==> src/rtl/grf_wb_scheduler.sv <==
// Register-file write-port arbiter between the W stage (A) and a long-latency unit (B),
// with a per-register busy scoreboard for decode hazard stalls and bounded starvation of B.
module grf_wb_scheduler #(
  parameter int STARVE_LIMIT = 4
) (
  input  logic        clk,
  input  logic        reset,
  input  logic        a_valid,
  input  logic [4:0]  a_addr,
  input  logic [31:0] a_data,
  input  logic        b_valid,
  input  logic [4:0]  b_addr,
  input  logic [31:0] b_data,
  output logic        b_ready,
  output logic        pipe_hold,
  input  logic        issue_valid,
  input  logic [4:0]  issue_rs,
  input  logic [4:0]  issue_rt,
  input  logic        issue_to_b,
  input  logic [4:0]  issue_rd,
  output logic        issue_stall,
  output logic        grf_we,
  output logic [4:0]  grf_waddr,
  output logic [31:0] grf_wdata
);

  localparam logic [7:0] LIMIT = 8'(STARVE_LIMIT);

  logic [31:0] busy_r;
  logic [7:0]  wait_cnt_r;

  logic        force_s;
  logic        grant_a_s;
  logic        grant_b_s;
  logic [4:0]  waddr_s;
  logic [31:0] wdata_s;
  logic        stall_s;
  logic        set_s;
  logic [31:0] busy_nxt_s;
  logic [7:0]  wait_nxt_s;

  // Write-port arbitration: forced B grant after the wait limit, else A first, else B
  always_comb begin
    force_s   = b_valid && (wait_cnt_r == LIMIT);
    grant_b_s = force_s || (b_valid && !a_valid);
    grant_a_s = a_valid && !force_s;
    if (grant_b_s) begin
      waddr_s = b_addr;
      wdata_s = b_data;
    end else if (grant_a_s) begin
      waddr_s = a_addr;
      wdata_s = a_data;
    end else begin
      waddr_s = 5'd0;
      wdata_s = 32'd0;
    end
  end

  // Decode hazard: the registered busy bits give the same-cycle bypass behaviour for free
  always_comb begin
    stall_s = issue_valid && (busy_r[issue_rs] || busy_r[issue_rt] ||
                              (issue_to_b && busy_r[issue_rd]) || force_s);
    set_s   = issue_valid && !stall_s && issue_to_b && (issue_rd != 5'd0);
  end

  // Next-state for the starvation counter and scoreboard; set is applied after clear so it wins
  always_comb begin
    if (!b_valid || grant_b_s) begin
      wait_nxt_s = 8'd0;
    end else if (wait_cnt_r < LIMIT) begin
      wait_nxt_s = wait_cnt_r + 8'd1;
    end else begin
      wait_nxt_s = wait_cnt_r;
    end
    busy_nxt_s = busy_r;
    if (grant_b_s) begin
      busy_nxt_s[b_addr] = 1'b0;
    end else begin
      busy_nxt_s = busy_r;
    end
    if (set_s) begin
      busy_nxt_s[issue_rd] = 1'b1;
    end else begin
      busy_nxt_s[0] = 1'b0;
    end
    busy_nxt_s[0] = 1'b0;
  end

  // State registers with asynchronous clear
  always_ff @(posedge clk or posedge reset) begin
    if (reset) begin
      busy_r     <= 32'd0;
      wait_cnt_r <= 8'd0;
    end else begin
      busy_r     <= busy_nxt_s;
      wait_cnt_r <= wait_nxt_s;
    end
  end

  // Outputs are forced low for the whole time reset is asserted
  assign b_ready     = !reset && grant_b_s;
  assign pipe_hold   = !reset && force_s;
  assign issue_stall = !reset && stall_s;
  assign grf_we      = !reset && (grant_a_s || grant_b_s) && (waddr_s != 5'd0);
  assign grf_waddr   = reset ? 5'd0 : waddr_s;
  assign grf_wdata   = reset ? 32'd0 : wdata_s;

endmodule

==> config.mk <==
export PLATFORM = sky130hd
export DESIGN_NAME = grf_wb_scheduler
export DESIGN_NICKNAME = d
export VERILOG_FILES = /design/src/rtl/grf_wb_scheduler.sv
export SDC_FILE = /design/constraint.sdc
export NUM_CORES = 1
export LEC_CHECK = 0
export BUFFER_PORTS_ARGS = -buffer_cell sky130_fd_sc_hd__buf_2
export CORE_MARGIN = 1
export CORE_UTILIZATION = 48
export CTS_BUF_LIST = sky130_fd_sc_hd__clkbuf_8 sky130_fd_sc_hd__clkbuf_16
export CTS_CLUSTER_SIZE = 24
export DETAILED_ROUTE_END_ITERATION = 8
export HOLD_SLACK_MARGIN = 0.03
export PLACE_DENSITY = 0.82
export SKIP_CTS_REPAIR_TIMING = 1
export SLEW_MARGIN = 20
export SYNTH_ARGS = -nofsm -noshare
export SYNTH_HDL_FRONTEND = slang
export SYNTH_SLANG_ARGS = --single-unit
export TNS_END_PERCENT = 1
==> constraint.sdc <==
create_clock -name clk -period 5 [get_ports clk]
set_input_delay 1.25 -clock clk [delete_from_list [all_inputs] [get_ports clk]]
set_output_delay 1.25 -clock clk [all_outputs]
set_load 0.005 [all_outputs]
# Word level (Yosys, flattened, before mapping)
# Cells that the tools add are included.
# word_totals
reg_bits	39
latchBits	0
ram_bits	0
rom_bits	0
in_bits	95
mem_count	0
# classes
addsub	1
n_mul	0
n_div	0
n_lt_le_gt_ge	7
n_eq_ne	1
n_shift	0
muxes	20
bitwise	3
reduce_logical	29
# op_table
op	n
32-bit two-way mux	4
32-bit bitwise AND	1
32-bit inverter	1
32-bit bitwise OR	1
31-bit two-way mux	1
5-bit by 6-bit less-than comparator with 1-bit output (second input constant)	4
8-bit two-way mux	2
1-bit binary-select mux with 5-bit select	3
1-bit logical AND	15
5-bit two-way mux	3
1-bit demux with 5-bit select	2
5-bit by 1-bit greater-or-equal comparator with 1-bit output (second input constant)	2
5-bit nonzero test	2
8-bit by 1-bit adder with 8-bit output (second input constant)	1
8-bit by 3-bit == test with 1-bit output (second input constant)	1
8-bit by 3-bit less-than comparator with 1-bit output (second input constant)	1
1-bit logical OR	6
1-bit zero test	5
1-bit two-way mux	5
2-bit nonzero test	1

# Logic depth before layout (Yosys ltp)
# Gate-level depths: netlist (run 1).
# logic_depth
depth_word	11
mapped_depth	9

# Least setup slack after synthesis (run 1)
# Ideal clock, no wire load.
# synth_timing
path_kind	input to output
startpoint	input reset
endpoint	output grf_wdata[10]
arrival_time_ns	3.206
required_time_ns	3.750
slack_ns	0.544
cell_stages	6
path_cell_list	clkbuf_1 > inv_1 > and3_1 > clkbuf_1 > clkbuf_1 > a22o_1
# synth_between
elab_chain_cells	1
# synth_lines
item	line_no	rtl
start, declared	7	input logic reset,
32-bit two-way mux	106	assign grf_wdata = reset ? 32'd0 : wdata_s;
end, declared	24	output logic [31:0] grf_wdata
# No other way between the ends.

# Final worst setup path (run 1)
# layout_timing
startpoint	input issue_rs[1]
endpoint	output issue_stall
# layout_between
elab_chain_cells	7
# layout_lines
item	line_no	rtl
start, declared	17	input logic [4:0] issue_rs,
1-bit binary-select mux with 5-bit select	61	stall_s = issue_valid && (busy_r[issue_rs] || busy_r[issue_rt] ||
1-bit two-way mux (not written as such)	61	
1-bit logical OR (2 in a row)	61	
1-bit logical OR	62	(issue_to_b && busy_r[issue_rd]) || force_s);
1-bit logical AND	61	
1-bit logical AND	103	assign issue_stall = !reset && stall_s;
end, declared	21	output logic issue_stall,
# No other way between the ends. The select of a mux whose other input is x is not followed.

==> results.md, run 1 <==
- Post-Syn Area: approximately 3000 sq um
- CTS tree: done
- Drt pass-1 iters: 5
- Total wire length: 9988 microns
- Worst-path clk slew: 70 ps
- Net count after synthesis: between 400 and 500
- Via-to-Cell Ratio: 6.301
- Min Tclk post-route: between 4000 and 5000 ps
- Kind of critical path: input pin to primary output
- Final setup TNS: 0 ps
- Initial DRC count: roughly 320
- Vias: 3283
- Commonest cells after routing, fill and taps aside: buf_2, o21ai_0, dfrtp_1
- Average wire per cell in the routed design: 19.17 microns
- Setup-failing EPs final: 0
- Pin count of the biggest net entering global routing: 40
- CTS H-tree lvls: 2
- Arrival @ worst endpoint: roughly 3200 ps
- Hold Violations, Final: 0
- Synth cell types: 42
- Clock skew: around 5 ps
- Commonest non-fill, non-tap cell in the layout: buf_2
- Cell Count Post-Placement: between 500 and 600
- Die height: 80.83 microns
- Tot GR Track Use: between 30% and 40%
- Maximum vdd drop: approximately 0.00021 V
- Die width: between 80 and 90 microns
- Most used flip-flop cell after synthesis: dfrtp_1
- Detail Route Antenna Nets: 0
- First-pass GRT wire length: ~15000 microns
- Final Wtd Congestion: ~0.90
- Max-Cap Viols: 0
- Startpoint Class: input pin
- Antenna violations before repair: 0
- CTS sink cnt: 39
- Detailed placement HPWL: ~7600 microns
- Final Cycle Share: about nine tenths
- Vias in the first global route: 2849
- Worst-margin pin slew: 1113 ps
- FP Rows: 28
- Ys async rst share: 100.0%
- CTS buffer count: 5
- Mapped Cells: 327
- CTS max path bufs: 2
- WP data required: 3750 ps
- CTS root buf: clkbuf_8
- Port bufs: between 100 and 150
- Outcome: completed
- Core Footprint: just under 6000 sq um
- Slew Viols, Final: 0
- GR Overflow Total: 0
- IO Pins: roughly 140
- Non-Filler Instances: around 520
- DRC Markers: 0
- Crit end category: primary output
- CP Max Fanout: 11
- Setup repair after global routing missed its margin: false
- Die ar.: 6533 sq um
- Synthesis-stage register bit count: 39
- Avg Cell Area, Syn: roughly 9.1 sq um
- Max Freq: approximately 230 MHz
- Hold Crit Class: flip-flop to flip-flop
- Pre-CTS setup slack: ~600 ps
- Post-synth EDFFs: 0
- Final Net Count: ~540
- P_leak: 1.852 nW
- Setup slack after layout: ~570 ps
- Register area share after synthesis: around 33%
- Area Growth Syn to Fin: 26.43%
- ANT cells: 0
- Pwr Density: 261.2 nW/um^2
- Clk Latency, worst-skew pair: approximately 300 ps
- Relative slew margins: 25.78%
- Initial core utilization: roughly half
- Synth warnings: 0
- Layout cells sized above 1: ~36%
## critical path: stages
cell and delay (ps):
buf_2 270, mux4_1 600, a32oi_1 240, o311a_2 210
o311ai_2 140, a211oi_1 250, nor3b_1 80, buf_2 130
## cell families (layout without fill, tap and decap cells)
group | Yosys count | after routing | synth area share [%]
AO/OA/AOI/OAI | 125 | 125 | 27.27
AND/OR/NAND/NOR | 89 | 89 | 16.57
multiplexers | 40 | 40 | 17.74
flip-flops | 39 | 39 | 32.72
buffers and inverters | 31 | 150 | 4.572
adder cells (fa/ha/maj) | 2 | 2 | 0.8388
XOR/XNOR | 1 | 1 | 0.2937
## worst paths after layout
check	slack (ps)	end	depth (start not counted)	from
worst max-delay path	570	issue_stall	8	issue_rs[1]
worst min-delay path	510	wait_cnt_r[4]$_DFFE_PP0P_	1	wait_cnt_r[4]$_DFFE_PP0P_
worst max register to register	2420	busy_r[7]$_DFF_PP0_	6	busy_r[8]$_DFF_PP0_
worst min register to register	510	wait_cnt_r[4]$_DFFE_PP0P_	1	wait_cnt_r[4]$_DFFE_PP0P_
max in group asynchronous	3470	busy_r[20]$_DFF_PP0_	3	reset
min in group asynchronous	1200	wait_cnt_r[3]$_DFFE_PP0P_	3	reset
## cell usage after synthesis (2+ instances only)
cell type | number | share of area, %
a21oi_1 | 6 | 1.0
a22o_1 | 32 | 9.4
a22oi_1 | 8 | 2.0
a32oi_1 | 2 | 0.59
and2_1 | 2 | 0.42
and3_1 | 8 | 1.7
buf_2 | 10 | 1.7
clkbuf_1 | 14 | 1.8
dfrtp_1 | 39 | 33
ha_1 | 2 | 0.84
inv_1 | 5 | 0.63
mux2i_1 | 30 | 10
mux4_2 | 9 | 6.8
nand2_1 | 17 | 2.1
nand2b_1 | 4 | 0.84
nand3_1 | 6 | 1.0
nand3b_1 | 6 | 1.5
nand4b_1 | 2 | 0.59
nor2_1 | 17 | 2.1
nor2b_1 | 4 | 0.84
nor3_1 | 3 | 0.50
nor3b_1 | 3 | 0.75
nor4_1 | 2 | 0.42
o21ai_0 | 50 | 8.4
o21ai_1 | 16 | 2.7
o22ai_1 | 4 | 0.84
or2_1 | 2 | 0.42
or3_1 | 3 | 0.63
or3b_2 | 3 | 0.88
or4_1 | 6 | 1.5
## power breakdown
part | internal (mW) | total (mW) | leakage, nW | switching, mW
sequential | 0.363 | 0.424 | 0.517 | 0.0612
combinational | 0.143 | 0.283 | 1.27 | 0.140
clock | 0.162 | 0.278 | 0.0612 | 0.116
## registers in the layout, indices dropped and copies added, names as in the netlist
name and flops:
busy_r 31, wait_cnt_r 8
## layout make-up
| class | instances | area [sq um] |
|---|---|---|
| Sequential cell | 39 | 975.9 |
| Clock inverter | 2 | 35.03 |
| Multi-Input combinational cell | 257 | 1874 |
| Fill cell | 526 | 2185 |
| Timing Repair Buffer | 137 | 690.7 |
| Tap cell | 75 | 93.84 |
| Clock buffer | 6 | 82.58 |
| Inverter | 5 | 18.77 |
## per-stage QoR
stage	power, mW	hold slack [ps]	area (sq um)	util [%]
2_1_floorplan	0.5846	467.0	2983	-
3_5_place_dp	0.7047	493.1	3654	61.34
4_1_cts	0.9782	512.5	3771	63.32
6_report	0.9849	511.2	3771	63.32
3_3_place_gp	0.6946	489.8	3654	61.34
5_1_grt	1.031	541.2	3771	63.32
## per-layer routing
metal	up-vias	share of wire, %	global-route usage (%)
li1	1495	-	-
met1	1596	45	47.64
met2	175	44	42.69
met3	17	9.0	5.169
met4	0	1.8	9.464
met5	-	0	0
(Power assumes the default switching activity.)
==> run 2, diff against run 1 <==
- CORE_UTILIZATION: 48 -> 40
- PLACE_DENSITY: 0.82 -> 0.7
==> results.md, run 2 (synthesized netlist as in run 1, its figures left out) <==
- Startpoint Class: input pin
- Worst-margin pin slew: 542.2 ps (-571.1 ps)
- Clk Latency, worst-skew pair: 290 ps (about the same)
- Min Tclk post-route: 4400 ps (-30.99 ps)
- Crit-path cells: buf_2, mux4_1, a32oi_1, o311a_2, o311ai_2, a211oi_1, nor3b_1, buf_2
- Clock skew: 8.598 ps (+3.533 ps)
- Post-route cell area: 3802 sq um (+0.83%)
- Slew Viols, Final: 0 (unchanged)
- CP Max Fanout: 11 (unchanged)
- Final Cycle Share: 87.99% (-0.62 points)
- Sw frac: 31.61% (-0.64 points)
- FP Rows: 31 (+11%)
- Drt pass-1 iters: 5 (unchanged)
- Fill cells: 703 (+34%)
- Pint: 0.6672 mW (about the same)
- Layout cells sized above 1: 36.32% (+0.22 points)
- Total wire length: 9336 microns (-6.5%)
- Die height: 88.36 microns (+9.3%)
- Core Footprint: 7214 sq um (+21%)
- Die ar.: 7807 sq um (+19%)
- Top cell by count, worst path: buf_2
- Commonest non-fill, non-tap cell in the layout: buf_2
- Average wire per cell in the routed design: 17.13 microns (-11%)
- Hold Crit Class: flip-flop to flip-flop
- Clock share of power: 28.2% (about the same)
- Crit end category: primary output
- Pin count of the biggest net entering global routing: 40 (unchanged)
- Outcome: completed
- Vias: 3149 (-4.1%)
- Biggest register: busy_r
- Relative slew margins: 63.85% (+38 points)
- P_leak: 1.851 nW (about the same)
- Net Switching: 0.3084 mW (-2.9%)
- Antenna violations before repair: 0 (unchanged)
- Flop-to-flop setup slack: 2440 ps (+20 ps)
- Detailed placement HPWL: 7185 microns (-5.5%)
- Maximum vdd drop: 0.0001275 V (-39%)
- CTS H-tree lvls: 2 (unchanged)
- Max reg flops: 31 (unchanged)
- Setup repair after global routing missed its margin: false
- Max Freq: 227.3 MHz (+0.70%)
- Initial DRC count: 280 (-12%)
- Arrival @ worst endpoint: 3150 ps (-30 ps)
- Worst-path clk slew: 70 ps (about the same)
- Crit path max-delay family: compound AO/OA/AOI/OAI gates
- Final Wtd Congestion: 0.9212 (+2.0%)
- Vias in the first global route: 2789 (-2.1%)
- Kind of critical path: input pin to primary output
- Hold Violations, Final: 0 (unchanged)
- First-pass GRT wire length: 14060 microns (-6.7%)
- Biggest regs: busy_r: 31 flops, wait_cnt_r: 8 flops
- Die width: 88.36 microns (+9.3%)
- Commonest cells after routing, fill and taps aside: buf_2, o21ai_0, dfrtp_1
- CTS root buf: clkbuf_8
- ANT cells: 0 (unchanged)
- Via-to-Cell Ratio: 5.778 (-8.3%)
- Final Util: 52.71% (-11 points)
- Worst stage delay on the critical path: 610 ps (about the same)
- Tot GR Track Use: 23.50% (-7.1 points)
- Port bufs: 135 (unchanged)
- GR Overflow Total: 0 (unchanged)
- Crit-path slowest cell: mux4_1
- CTS max path bufs: 2 (unchanged)
- Setup-failing EPs final: 0 (unchanged)
- Hold WS: 513.3 ps (+2.078 ps)
- Initial core utilization: 41.35% (-8.7 points)
- Placed instance area: 3684 sq um (+0.82%)
- CTS tree: done
- Multi-input gate area: 1876 sq um (about the same)
- Flop pwr share: 43.3% (+0.2 points)
- Area Growth Syn to Fin: 27.47%
- Final Net Count: 542 (unchanged)
- Detail Route Antenna Nets: 0 (unchanged)
- Max-Cap Viols: 0 (unchanged)
- FF+latch area: 975.9 sq um (unchanged)
- CTS buffer count: 5 (unchanged)
- Final setup TNS: 0 ps (unchanged)
- DRC Markers: 0 (unchanged)
- Pwr Density: 256.6 nW/um^2 (-1.8%)
- CP bufs+invs: 2 (unchanged)
- IO Pins: 136 (unchanged)
- Comb pwr share: 28.5% (-0.2 points)
- WP data required: 3750 ps (about the same)
- CTS sink cnt: 39 (unchanged)
[run 2: cell count changes in the layout (fill, tap and decap cells not counted)]
cell | before | now
and3_1 | 8 | 7
and3_2 | 0 | 1
[run 2: final timing paths]
kind | startpoint | endpoint | cells after the start
worst max register to register | busy_r[10]$_DFF_PP0_ | busy_r[21]$_DFF_PP0_ | 6
worst max-delay path | issue_rs[1] | issue_stall | 8
worst min register to register | wait_cnt_r[6]$_DFFE_PP0P_ | wait_cnt_r[6]$_DFFE_PP0P_ | 1
min in group asynchronous | reset | busy_r[27]$_DFF_PP0_ | 3
worst min-delay path | wait_cnt_r[6]$_DFFE_PP0P_ | wait_cnt_r[6]$_DFFE_PP0P_ | 1
max in group asynchronous | reset | wait_cnt_r[3]$_DFFE_PP0P_ | 3
[run 2: metrics by stage]
stage | total power, mW | instances | setup WS (ps)
finish | 0.9756 | 545 | 600.5
detailed placement | 0.7005 | 537 | 614.6
global placement | 0.6931 | 537 | 673.8
CTS | 0.9715 | 545 | 614.1
global route | 1.032 | 545 | 494.7
floorplan | 0.5846 | 327 | 543.9
[run 2: routing by layer]
metal	wire, microns	GRT usage [%]
met3	606	3.545
met1	4259	35.39
met5	0	0
met2	4343	35.59
met4	126	5.425
[run 2: final cells by class]
class / count / share of cell area [%]
inverters: 5 / 0.4936
multi-input cells: 257 / 49.33
clock buffers: 6 / 2.172
clock inverters: 2 / 0.9214
flip-flops and latches: 39 / 25.67
repair buffers: 137 / 18.16
well taps: 99 / 3.258
[run 2: power groups by stage]
stage / combinational [mW] / clock [mW] / sequential [mW]
after global routing: 0.311 / 0.293 / 0.427
after detailed placement: 0.275 / 0 / 0.425
after global placement: 0.270 / 0 / 0.423
after floorplan: 0.184 / 0 / 0.400
final: 0.278 / 0.275 / 0.422
after CTS: 0.276 / 0.276 / 0.419
